**config.mk**
```make
export PLATFORM = sky130hd
export DESIGN_NAME = frame_stream_tx
export DESIGN_NICKNAME = d
export VERILOG_FILES = /design/src/rtl/frame_stream_tx.sv
export SDC_FILE = /design/constraint.sdc
export NUM_CORES = 1
export LEC_CHECK = 0
export ABC_AREA = 1
export CAP_MARGIN = 5
export CORE_ASPECT_RATIO = 0.5
export CORE_MARGIN = 2
export CORE_UTILIZATION = 44
export CTS_CLUSTER_DIAMETER = 60
export CTS_CLUSTER_SIZE = 10
export DETAILED_ROUTE_END_ITERATION = 7
export PLACE_DENSITY_LB_ADDON = 0.15
export SYNTH_ARGS = -nofsm -noshare
export SYNTH_HDL_FRONTEND = slang
export SYNTH_SLANG_ARGS = --single-unit
```
**constraint.sdc**
```tcl
create_clock -name axi_clk -period 2 [get_ports axi_clk]
set_input_delay 0.5 -clock axi_clk [delete_from_list [all_inputs] [get_ports axi_clk]]
set_output_delay 0.5 -clock axi_clk [all_outputs]
set_load 0.05 [all_outputs]
```
**src/rtl/frame_stream_tx.sv**
```systemverilog
// frame_stream_tx: sends one kernel-select word on m1, then streams FRAME_WORDS
// words from a synchronous-read memory onto m0 (last on the final word).
// A 2-entry output FIFO plus a one-deep read credit hides the memory latency so
// the pixel stream sustains one word per cycle under arbitrary backpressure.
module frame_stream_tx #(
    parameter int DATA_WIDTH  = 32,
    parameter int NB_ADDR     = 10,
    parameter int FRAME_WORDS = 200
) (
    input  logic                  axi_clk,
    input  logic                  i_rst,
    input  logic                  i_start,
    input  logic [1:0]            i_kernel_sel,
    output logic                  o_busy,
    output logic                  o_done,
    output logic                  o_mem_en,
    output logic [NB_ADDR-1:0]    o_mem_addr,
    input  logic [DATA_WIDTH-1:0] i_mem_data,
    output logic                  m0_axis_valid,
    output logic [DATA_WIDTH-1:0] m0_axis_data,
    output logic                  m0_axis_last,
    input  logic                  m0_axis_ready,
    output logic                  m1_axis_valid,
    output logic [DATA_WIDTH-1:0] m1_axis_data,
    input  logic                  m1_axis_ready
);

    // One extra bit so FRAME_WORDS == 2^NB_ADDR is representable as an end marker.
    localparam int CNT_W = NB_ADDR + 1;
    localparam logic [CNT_W-1:0] FRAME_CNT = CNT_W'(FRAME_WORDS);
    localparam logic [CNT_W-1:0] LAST_IDX  = CNT_W'(FRAME_WORDS - 1);

    typedef enum logic [1:0] {
        ST_IDLE,
        ST_KSEL,
        ST_STREAM,
        ST_DONE
    } state_t;

    state_t state_reg, state_next;

    logic [1:0]            ksel_reg;
    logic [CNT_W-1:0]      rd_addr_reg;
    logic                  inflight_reg;
    logic                  inflight_last_reg;

    logic [DATA_WIDTH-1:0] fifo_data_reg [0:1];
    logic                  fifo_last_reg [0:1];
    logic                  head_reg;
    logic                  tail_reg;
    logic [1:0]            fifo_count_reg;

    logic                  push;
    logic                  pop;
    logic                  issue_ok;
    logic [2:0]            occupancy;
    logic                  head_last;

    assign m0_axis_valid = (fifo_count_reg != 2'd0);
    assign head_last     = fifo_last_reg[head_reg];
    assign m0_axis_data  = m0_axis_valid ? fifo_data_reg[head_reg] : '0;
    assign m0_axis_last  = m0_axis_valid & head_last;

    assign pop  = m0_axis_valid & m0_axis_ready;
    assign push = inflight_reg;

    // Words already buffered or on their way; a new read is allowed only if the
    // FIFO is guaranteed a free slot when its data arrives next cycle.
    assign occupancy = {1'b0, fifo_count_reg} + {2'b00, inflight_reg};
    assign issue_ok  = occupancy < (3'd2 + {2'b00, pop});

    assign o_mem_en   = (state_reg == ST_STREAM) && (rd_addr_reg < FRAME_CNT) && issue_ok;
    assign o_mem_addr = rd_addr_reg[NB_ADDR-1:0];

    // State register.
    always_ff @(posedge axi_clk) begin
        if (i_rst) begin
            state_reg <= ST_IDLE;
        end else begin
            state_reg <= state_next;
        end
    end

    // Next-state and state-decoded outputs.
    always_comb begin
        state_next    = state_reg;
        o_busy        = 1'b1;
        o_done        = 1'b0;
        m1_axis_valid = 1'b0;
        m1_axis_data  = '0;
        case (state_reg)
            ST_IDLE: begin
                o_busy = 1'b0;
                if (i_start) begin
                    state_next = ST_KSEL;
                end
            end
            ST_KSEL: begin
                m1_axis_valid = 1'b1;
                m1_axis_data  = {{(DATA_WIDTH-2){1'b0}}, ksel_reg};
                if (m1_axis_ready) begin
                    state_next = ST_STREAM;
                end
            end
            ST_STREAM: begin
                if (pop && head_last) begin
                    state_next = ST_DONE;
                end
            end
            ST_DONE: begin
                o_done     = 1'b1;
                state_next = ST_IDLE;
            end
            default: begin
                state_next = ST_IDLE;
            end
        endcase
    end

    // Frame setup, read address generation and the one-deep in-flight tracker.
    always_ff @(posedge axi_clk) begin
        if (i_rst) begin
            ksel_reg          <= 2'd0;
            rd_addr_reg       <= '0;
            inflight_reg      <= 1'b0;
            inflight_last_reg <= 1'b0;
        end else begin
            if (state_reg == ST_IDLE && i_start) begin
                ksel_reg    <= i_kernel_sel;
                rd_addr_reg <= '0;
            end else if (o_mem_en) begin
                rd_addr_reg <= rd_addr_reg + 1'b1;
            end
            inflight_reg      <= o_mem_en;
            inflight_last_reg <= (rd_addr_reg == LAST_IDX);
        end
    end

    // Two-entry output FIFO; returning read data is written at the tail with its last tag.
    always_ff @(posedge axi_clk) begin
        if (i_rst) begin
            for (int i = 0; i < 2; i++) begin
                fifo_data_reg[i] <= '0;
                fifo_last_reg[i] <= 1'b0;
            end
            head_reg       <= 1'b0;
            tail_reg       <= 1'b0;
            fifo_count_reg <= 2'd0;
        end else begin
            if (push) begin
                fifo_data_reg[tail_reg] <= i_mem_data;
                fifo_last_reg[tail_reg] <= inflight_last_reg;
                tail_reg                <= ~tail_reg;
            end
            if (pop) begin
                head_reg <= ~head_reg;
            end
            case ({push, pop})
                2'b10:   fifo_count_reg <= fifo_count_reg + 2'd1;
                2'b01:   fifo_count_reg <= fifo_count_reg - 2'd1;
                default: fifo_count_reg <= fifo_count_reg;
            endcase
        end
    end

endmodule

```
After elaboration in Yosys (flattened, before gate mapping)
Memory sizes are Yosys's and may differ from the RTL's. A register that Yosys moved wholly into a read port is not among the register bits.
Cells that the tools add are included.
Operators by class
  muxes and demuxes: 25
  reduce and logical (&&, ||, !) cells: 11
  bitwise gates (word level): 4
  equality and inequality tests: 9
  order comparisons: 2
  $add $sub $neg: 5
Operators by type and width (number)
  $mux 32: 2
  $reduce_or 32->1: 1
  $mux 1: 17
  $add 11x1->11 const B: 1
  $eq 11x8->1 const B: 1
  $lt 11x8->1 const B: 1
  $mux 2: 4
  $pmux 2 s4: 1
  $eq 2x2->1 const B: 3
  $eq 2x1->1 const B: 2
  $logic_and 1x1->1: 4
  $ne 2x2->1 const B: 2
  $pmux 2 s2: 1
  $reduce_bool 2->1: 2
  $add 2x1->3: 1
  $add 2x1->3 const A: 1
  $lt 3x3->1: 1
  $reduce_and 3->1: 1
  $add 2x1->2 const B: 1
  $and 1x1->1: 2
  $logic_not 2->1: 1
  $ne 2x1->1 const B: 1
  $not 1->1: 2
  $reduce_or 2->1: 1
  2 further kinds: 2
Storage, ports and cells
  flip-flop bits (word level): 21
  memory bits (writable): 66
  word-level logic and storage cells: 66
  memories: 2
  output and inout bits: 80
  input bits: 39
Memory list
  fifo_data_reg: words 2, width 32, read ports 1, clocked after memory_dff 1, write ports 2, line 47  | logic [DATA_WIDTH-1:0] fifo_data_reg [0:1];
  fifo_last_reg: words 2, width 1, read ports 1, clocked after memory_dff 1, write ports 2, line 48  | logic fifo_last_reg [0:1];

Longest topological paths before layout
Gate-level depths: netlist of the first run.
  depth in word-level cells: 5
  mapped depth: 9
  depth with buffers taken out: 9

Worst setup path before layout of the first run
OpenSTA, ideal clock, no wires.
  path kind: register to output
  start: reg with a tool-made name
  end: out m0_axis_data[10]
  cell stages (with the launch flop): 5
  data required time: 1.500 ns
  arrival: 1.565 ns
  path slack: -0.065 ns
  cell sequence: dfxtp_1 buf_2 clkbuf_1 nand2_1 a21oi_1
RTL lines
  to (decl): line 20  | output logic [DATA_WIDTH-1:0] m0_axis_data,

Worst setup path after layout of the first run
  start: reg inflight_reg
  end: out o_mem_en
Between the ends
  word-level cells in the longest chain between the ends: 3
RTL lines
  from (decl): line 44  | logic inflight_reg;
  from (signal assigned): line 134  | inflight_reg <= o_mem_en;
  $add 2x1->3: line 69  | assign occupancy = {1'b0, fifo_count_reg} + {2'b00, inflight_reg};
  $lt 3x3->1: line 70  | assign issue_ok = occupancy < (3'd2 + {2'b00, pop});
  $logic_and 1x1->1: line 72  | assign o_mem_en = (state_reg == ST_STREAM) && (rd_addr_reg < FRAME_CNT) && issue_ok;
  to (decl): line 16  | output logic o_mem_en,
Every way passes these cells.

==> results of run 1 <==
-- worst max-delay path: cells and delay by family (launching register included) --
family,cells,cell delay [ns]
flops,1,0.34
buf+inv,2,0.18
fa+ha+maj,2,0.30
simple gates,4,0.36
-- per-stage QoR --
step	cell area, sq um	TNS (ns)
after floorplan	4542	-0.2559
after global placement	5380	0
after detailed placement	5380	0
after CTS	5849	-0.2630
after global routing	6028	-0.6498
final	6028	-0.02346
-- power by group through the flow --
stage          logic (mW)  clock network, mW  registers [mW]
2_1_floorplan        1.95                  0            2.26
3_3_place_gp         2.81                  0            2.28
3_5_place_dp         2.82                  0            2.28
4_1_cts              2.93               2.05            2.25
5_1_grt              3.47               2.13            2.28
6_report             3.24               2.01            2.26
-- cell type report --
| type | count | area, sq um |
|---|---|---|
| clock buffer | 10 | 229.0 |
| clock inverter | 6 | 131.4 |
| fill | 747 | 3481 |
| inverter | 65 | 246.5 |
| multi-input combinational | 304 | 1603 |
| sequential | 88 | 2427 |
| tap | 135 | 168.9 |
| timing repair buffer | 115 | 1222 |
-- layer usage --
layer  wire length, um  global-route usage
met5                 0                   0
met2              4337              0.2986
met4                64             0.05502
met3               530             0.05795
met1              4084              0.2164
-- final timing paths --
path	depth (start not counted)	start	endpoint
worst max register to register	10	fifo_count_reg[0]	fifo_count_reg[1]
worst min-delay path	2	rd_addr_reg[10]	rd_addr_reg[10]
worst min register to register	2	rd_addr_reg[10]	rd_addr_reg[10]
worst max-delay path	8	inflight_reg	o_mem_en
-- cell families (layout without fill, tap and decap cells) --
family | count (synthesis) | after routing | share of synthesized area
other | 1 | 30 | 0.0008660
AO/OA/AOI/OAI | 57 | 57 | 0.06703
flip-flops | 88 | 88 | 0.5594
XOR/XNOR | 2 | 2 | 0.004046
AND/OR/NAND/NOR | 206 | 206 | 0.1988
buffers and inverters | 122 | 196 | 0.1439
adder cells (fa/ha/maj) | 9 | 9 | 0.02600
-- cell usage after synthesis (all sizes together) --
| cell | count | area (sq um) |
|---|---|---|
| nand3 | 10 | 67.57 |
| nand4 | 1 | 6.260 |
| nand3b | 1 | 7.510 |
| inv | 64 | 242.7 |
| dfxtp | 22 | 440.4 |
| edfxtp | 66 | 1982 |
| a21oi | 45 | 229.0 |
| nor2 | 91 | 375.4 |
| ha | 9 | 112.6 |
| nor3 | 2 | 10.01 |
| buf | 50 | 350.3 |
| o22ai | 1 | 6.260 |
| clkinv | 1 | 3.750 |
| conb | 1 | 3.750 |
| o21ai | 11 | 55.05 |
| clkbuf | 7 | 26.28 |
| xor2 | 2 | 17.52 |
| nand2 | 101 | 394.1 |
-- what timing repair did --
item / in CTS / in global routing
setup endpoints to repair: 14 / 36
buffers inserted: 3 / 4
cloned: 0 / 2
pin swaps: 3 / 3
endpoints found under the hold margin: 0 / 0
gates resized for setup: 24 / 21
==> out/results.ini, run 1 <==
[outcome]
status = finished, violations left
violations = setup timing

[power_and_ir_drop]
peakVddDrop_mv = 0.9483
power_mw = 7.512
p_seq_frac = 0.301
power_leakage_nw = 2.596
power.internal_mw = 4.694
p_clk_frac = 0.268
comb_power_share = 0.431
p_sw_mw = 2.818
p_per_area_nw_per_um2 = 1246
switching_share = 0.3751

[layout]
diodes = 0
post-route-util = 0.6339
final_common_cell = nand2_1
syn_to_final_growth_pct = 39.21
final_cell_mix = nand2_1, nor2_1, edfxtp_1
stdcell_count = 723
drive_above_1_share = 0.2500
largest_reg_flops = 64
nets = 631

[clock_network]
cts_buffers = 9
cts_tree = built
clk_pin_slew_ns = 0.06
clk_latency_ns = 0.33
cts_root_buffer = clkbuf_16
clockBufferDepth = 2
cts.sinks = 88
cts_hold_buffers = 0
h-tree-depth = 3

[place]
io_buffers = 88
place_ws_ns = 0.03558
placedCellCount = 698
hpwl_um = 5924
place_congestion = 0.8402

[timing]
skew_ns = 0.003860
fmax_ghz = 0.4942
fin_ws_ns = -0.02346
finalMaxSlewViolations = 0
grt_setup_unrepaired = yes
hold_violations = 0
setup_viol = 1
finalCritPeriodShare = 1.012
holdWs_ns = 0.4318
layout_min_cycle_time_ns = 2.023

[yosys]
synth-warning-count = 0
synth_area_per_cell_sq_um = 8.929
ys_types = 30
seq_area_frac_synth = 0.5594
syn_inst = 485
synthesis.area_sq_um = 4330
ys_ff_latch = 88

[drt]
drc_errors = 0
viasPerCell = 4.513
dr.pass1.iters = 4
finalWirelength_um = 9017
via_count = 3263
drt_iter0_markers = 97
ant_nets = 0
wl_per_cell_um = 12.47

[floorplan]
die_area_sq_um = 10700
core_sq_um = 9509
num_rows = 25
top_level_ports = 119
die_w_um = 144.3
die_y_um = 74.15
start_util = 0.4554

[worst_setup_path]
cp-start-kind = register
cp-end-kind = output port
crit_required_ns = 1.50
cp_common_cell = ha_4
cp_data_arrival_time_ns = 1.52
cp_cell_sequence = ha_4 > ha_4 > inv_2 > nand2_2 > nor2_4 > nand2_4 > nor2_8 > buf_12
cp_max_fo = 2
crit_type = reg -> out
r2r_setup_slack_ns = 0.22
cpPeakStageDelay_ns = 0.34
crit_path_top_delay_cell = dfxtp_2

[global_routing]
grt_pass1_wl_um = 14200
antenna_found_initial = 0
grt.overflow.total = 0
grt_max_degree = 35
grtUsageTotal = 0.1753
first_global_vias = 3034

[hold_path]
hold_path_class = reg -> reg

[run]
drv_cap = 0

Note: power is estimated with default switching activity, not from simulation.
==> run 2, diff against run 1 <==
PLACE_DENSITY_LB_ADDON = 0.2   (was 0.15)
==> out/results.ini, run 2 (synthesized netlist as in run 1, its figures left out) <==
[timing]
setup_viol = 1  ; unchanged
tns_ns = -0.03752  ; was -0.02346 ns
holdWs_ns = 0.4276  ; was 0.4318 ns
finalMaxSlewViolations = 0  ; unchanged
fin_ws_ns = -0.03752  ; was -0.02346 ns
grt_setup_unrepaired = yes  ; unchanged
hold_violations = 0  ; unchanged
layout_min_cycle_time_ns = 2.038  ; was 2.023 ns
finalCritPeriodShare = 1.019  ; was 1.012
fmax_ghz = 0.4908  ; was 0.4942 GHz
skew_ns = 0.007131  ; was 0.003860 ns

[outcome]
violations = setup timing  ; unchanged
status = finished, violations left  ; unchanged

[worst_setup_path]
cp-start-kind = register  ; unchanged
r2r_setup_slack_ns = 0.18  ; was 0.22 ns
r2r-start = state_reg[0]  ; was fifo_count_reg[0]
cpPeakStageDelay_ns = 0.33  ; was 0.34 ns
ff2ff_path_depth = 12  ; was 10
rr_endpoint = rd_addr_reg[2]  ; was fifo_count_reg[1]
cp_common_cell = ha_4  ; unchanged
crit_path_top_delay_cell = dfxtp_2  ; unchanged
crit_required_ns = 1.50  ; about the same
cp_data_arrival_time_ns = 1.54  ; was 1.52 ns
cp_max_fo = 2  ; unchanged
crit_type = reg -> out  ; unchanged
cp-end-kind = output port  ; unchanged
crit_start = fifo_count_reg[0]  ; was inflight_reg
cp_cell_sequence = ha_4 > ha_4 > inv_2 > nand2_2 > nor2_4 > nand2_4 > nor2_8 > buf_12  ; unchanged
endpoint = o_mem_en  ; unchanged

[floorplan]
die_y_um = 74.15  ; unchanged
start_util = 0.4554  ; unchanged
num_rows = 25  ; unchanged
top_level_ports = 119  ; unchanged
core_sq_um = 9509  ; unchanged
die_w_um = 144.3  ; unchanged
die_area_sq_um = 10700  ; unchanged

[layout]
nets = 637  ; was 631
largest_reg_flops = 64  ; unchanged
final_common_cell = nand2_1  ; unchanged
diodes = 0  ; unchanged
final_area_sq_um = 6113  ; was 6028 sq um
syn_to_final_growth_pct = 41.17  ; was 39.21%
final_cell_mix = nand2_1, nor2_1, edfxtp_1  ; unchanged
stdcell_count = 729  ; was 723
drive_above_1_share = 0.2626  ; was 0.2500

[global_routing]
grt_max_degree = 34  ; was 35
grtUsageTotal = 0.1711  ; was 0.1753
grt.overflow.total = 0  ; unchanged
first_global_vias = 3095  ; was 3034
grt_pass1_wl_um = 13920  ; was 14200 um
antenna_found_initial = 0  ; unchanged

[run]
drv_cap = 0  ; unchanged

[drt]
drc_errors = 0  ; unchanged
wl_per_cell_um = 12.48  ; was 12.47 um
drt_iter0_markers = 154  ; was 97
via_count = 3330  ; was 3263
dr.pass1.iters = 4  ; unchanged
ant_nets = 0  ; unchanged
finalWirelength_um = 9097  ; was 9017 um
viasPerCell = 4.568  ; was 4.513

[clock_network]
cts.sinks = 88  ; unchanged
cts_root_buffer = clkbuf_16  ; unchanged
cts_buffers = 9  ; unchanged
clockBufferDepth = 2  ; unchanged
clk_pin_slew_ns = 0.06  ; about the same
cts_tree = built  ; unchanged
clk_latency_ns = 0.33  ; about the same
h-tree-depth = 3  ; unchanged

[power_and_ir_drop]
peakVddDrop_mv = 1.051  ; was 0.9483 mV
power_mw = 7.580  ; was 7.512 mW
power_leakage_nw = 2.639  ; was 2.596 nW
power.internal_mw = 4.693  ; was 4.694 mW
switching_share = 0.3809  ; was 0.3751
p_clk_frac = 0.235  ; was 0.268
p_per_area_nw_per_um2 = 1240  ; was 1246 nW/um^2
p_seq_frac = 0.298  ; was 0.301
comb_power_share = 0.467  ; was 0.431
p_sw_mw = 2.887  ; was 2.818 mW

[place]
io_buffers = 88  ; unchanged
placedCellCount = 698  ; unchanged
hpwl_um = 5710  ; was 5924 um
place_congestion = 0.8429  ; was 0.8402
placed_area_sq_um = 5405  ; was 5380 sq um

[hold_path]
hold_path_class = reg -> reg  ; unchanged

==> run 2: per-layer routing <==
metal	GRT usage	share of wire	vias up	wire, um
met3	0.06117	0.067	9	610
met2	0.3065	0.49	102	4459
li1	-	-	1669	-
met1	0.1993	0.43	1550	3950
met5	0	0	-	0
met4	0.04639	0.0084	0	76
==> run 2: through the flow <==
step / setup WS (ns) / util
floorplan: -0.06534 / -
global placement: 0.04226 / 0.5684
detailed placement: 0.01240 / 0.5684
CTS: -0.06011 / 0.6220
global route: -0.1150 / 0.6429
finish: -0.03752 / 0.6429
==> run 2: what timing repair did <==
item / CTS / global route
gates resized for setup: 19 / 35
endpoints found under the setup margin: 9 / 34
cloned: 1 / 2
buffers inserted: 8 / 4
hold buffers: 0 / 0
pin swaps: 5 / 4
==> run 2: critical path, delay by kind of cell (launching register included) <==
family	cells	cell delay, ns
buf+inv	2	0.18
fa+ha+maj	2	0.31
flops	1	0.33
simple gates	4	0.38
==> run 2: worst min path at each step <==
stage / startpoint / end / slack (ns) / cells past startpoint
after global routing: rd_addr_reg[10] / rd_addr_reg[10] / 0.46 / 2
after CTS: rd_addr_reg[10] / rd_addr_reg[10] / 0.43 / 2
after detailed placement: rd_addr_reg[10] / rd_addr_reg[10] / 0.42 / 2
final: rd_addr_reg[10] / rd_addr_reg[10] / 0.43 / 2
after global placement: rd_addr_reg[10] / rd_addr_reg[10] / 0.42 / 2
after floorplan: rd_addr_reg[10] / rd_addr_reg[10] / 0.41 / 2
==> run 2: layout make-up <==
type	instances	area, sq um
fill	781	3396
sequential	88	2426
multi-input combinational	304	1583
timing repair buffer	121	1369
inverter	65	246.5
clock buffer	9	225.2
tap	135	168.9
clock inverter	7	95.09
==> run 2: power by group through the flow <==
stage | clock [mW] | sequential (mW) | combinational, mW
floorplan | 0 | 2.26 | 1.95
global placement | 0 | 2.27 | 2.89
detailed placement | 0 | 2.27 | 2.91
CTS | 1.80 | 2.24 | 3.27
global route | 1.87 | 2.28 | 3.77
finish | 1.78 | 2.26 | 3.54
==> run 3, diff against run 2 <==
CORE_MARGIN = 10   (was 2)
==> out/results.ini, run 3 (synthesized netlist as in run 1, its figures left out) <==
[worst_setup_path]
crit_required_ns = 1.50  ; about the same
r2r_setup_slack_ns = 0.20  ; was 0.18 ns
cp_data_arrival_time_ns = 1.52  ; was 1.54 ns
crit_type = reg -> out  ; unchanged
cp-start-kind = register  ; unchanged
cp-end-kind = output port  ; unchanged
cp_max_fo = 2  ; unchanged

[layout]
nets = 631  ; was 637
final_common_cell = nand2_1  ; unchanged
syn_to_final_growth_pct = 37.82  ; was 41.17%
diodes = 0  ; unchanged
final_cell_mix = nand2_1, nor2_1, edfxtp_1  ; unchanged
largest_reg_flops = 64  ; unchanged
stdcell_count = 723  ; was 729
drive_above_1_share = 0.2483  ; was 0.2626

[place]
place_congestion = 0.7967  ; was 0.8429
io_buffers = 88  ; unchanged
placedCellCount = 701  ; was 698
hpwl_um = 6908  ; was 5710 um

[floorplan]
die_y_um = 90.15  ; was 74.15 um
num_rows = 25  ; unchanged
top_level_ports = 119  ; unchanged
die_area_sq_um = 14450  ; was 10700 sq um
die_w_um = 160.3  ; was 144.3 um
start_util = 0.4554  ; unchanged
core_sq_um = 9509  ; unchanged

[clock_network]
cts_buffers = 9  ; unchanged
cts_tree = built  ; unchanged
cts.sinks = 88  ; unchanged
clk_latency_ns = 0.33  ; about the same
clk_pin_slew_ns = 0.06  ; about the same
cts_root_buffer = clkbuf_16  ; unchanged
h-tree-depth = 3  ; unchanged
clockBufferDepth = 2  ; unchanged

[run]
drv_cap = 0  ; unchanged

[timing]
setup_viol = 4  ; was 1
finalMaxSlewViolations = 0  ; unchanged
fin_ws_ns = -0.02209  ; was -0.03752 ns
finalCritPeriodShare = 1.011  ; was 1.019
fmax_ghz = 0.4945  ; was 0.4908 GHz
hold_violations = 0  ; unchanged
grt_setup_unrepaired = yes  ; unchanged
layout_min_cycle_time_ns = 2.022  ; was 2.038 ns
tns_ns = -0.06146  ; was -0.03752 ns
skew_ns = 0.007802  ; was 0.007131 ns

[outcome]
status = finished, violations left  ; unchanged
violations = setup timing  ; unchanged

[global_routing]
grt.overflow.total = 0  ; unchanged
grtUsageTotal = 0.1353  ; was 0.1711
first_global_vias = 3312  ; was 3095
grt_pass1_wl_um = 16170  ; was 13920 um
grt_max_degree = 35  ; was 34
antenna_found_initial = 0  ; unchanged

[drt]
drt_iter0_markers = 100  ; was 154
viasPerCell = 4.501  ; was 4.568
wl_per_cell_um = 13.74  ; was 12.48 um
via_count = 3254  ; was 3330
dr.pass1.iters = 4  ; unchanged
finalWirelength_um = 9931  ; was 9097 um
drc_errors = 0  ; unchanged
ant_nets = 0  ; unchanged

[power_and_ir_drop]
p_per_area_nw_per_um2 = 1170  ; was 1240 nW/um^2
peakVddDrop_mv = 1.013  ; was 1.051 mV
power_leakage_nw = 2.576  ; was 2.639 nW

[hold_path]
hold_path_class = reg -> reg  ; unchanged

==> run 3: cell count changes in the layout (fill, tap and decap cells not counted), moves of 2 or more <==
cell	delta
buf_12	-2
bufinv_16	-2
buf_4	-3
clkinv_1	+2
a21oi_4	-2
dfxtp_1	-2
==> run 3: timing repair <==
item	4_1_cts	5_1_grt
hold buffers	0	0
buffers inserted	4	0
endpoints found under the setup margin	34	30
gates cloned	1	1
gates resized for setup	21	28
pin swaps	5	1
==> run 3: area by class of cell <==
class | instances | area (sq um)
clock buffers | 9 | 225.2
clock inverters | 7 | 38.79
fillers | 785 | 3541
inverters | 65 | 249.0
multi-input cells | 304 | 1550
flip-flops and latches | 88 | 2431
well taps | 135 | 168.9
repair buffers | 115 | 1305
==> run 3: worst paths after layout <==
| check | to | from | cells past startpoint |
|---|---|---|---|
| setup / recovery | o_mem_en | fifo_count_reg[0] | 8 |
| hold / removal | rd_addr_reg[10] | rd_addr_reg[10] | 2 |
| setup reg to reg | fifo_count_reg[1] | fifo_count_reg[0] | 9 |
| hold reg to reg | rd_addr_reg[10] | rd_addr_reg[10] | 2 |
==> run 3: where the power goes <==
group	leakage [nW]	switching [mW]	total [mW]	internal, mW
Combinational	1.59	2.02	3.22	1.20
Clock	0.126	0.656	1.48	0.826
Sequential	0.864	0.119	2.28	2.16
==> run 3: per-layer routing <==
metal / track usage / vias up / wire length [um]
met1: 0.1532 / 1502 / 4446
met3: 0.05505 / 4 / 709
met2: 0.2341 / 89 / 4729
met5: 0 / - / 0
li1: - / 1659 / -
met4: 0.03191 / 0 / 46
==> run 3: through the flow <==
step	setup WS [ns]	cell area (sq um)	utilization	hold WS, ns	power (mW)
6_report	-0.02209	5968	0.6276	0.4316	6.981
5_1_grt	-0.1023	5968	0.6276	0.4689	7.335
4_1_cts	-0.009476	5841	0.6142	0.4295	6.857
3_5_place_dp	-0.007831	5453	0.5734	0.4190	5.222
3_3_place_gp	0.03187	5453	0.5734	0.4180	5.206
2_1_floorplan	-0.06534	4542	-	0.4087	4.208
==> run 3: worst max-delay path, cell delays in order, from the launching register on <==
cell and delay (ns):
dfxtp_2 0.34, ha_4 0.16, ha_4 0.15, inv_2 0.04
nand2_2 0.05, nor2_4 0.12, nand2_4 0.09, nor2_8 0.10
buf_12 0.14
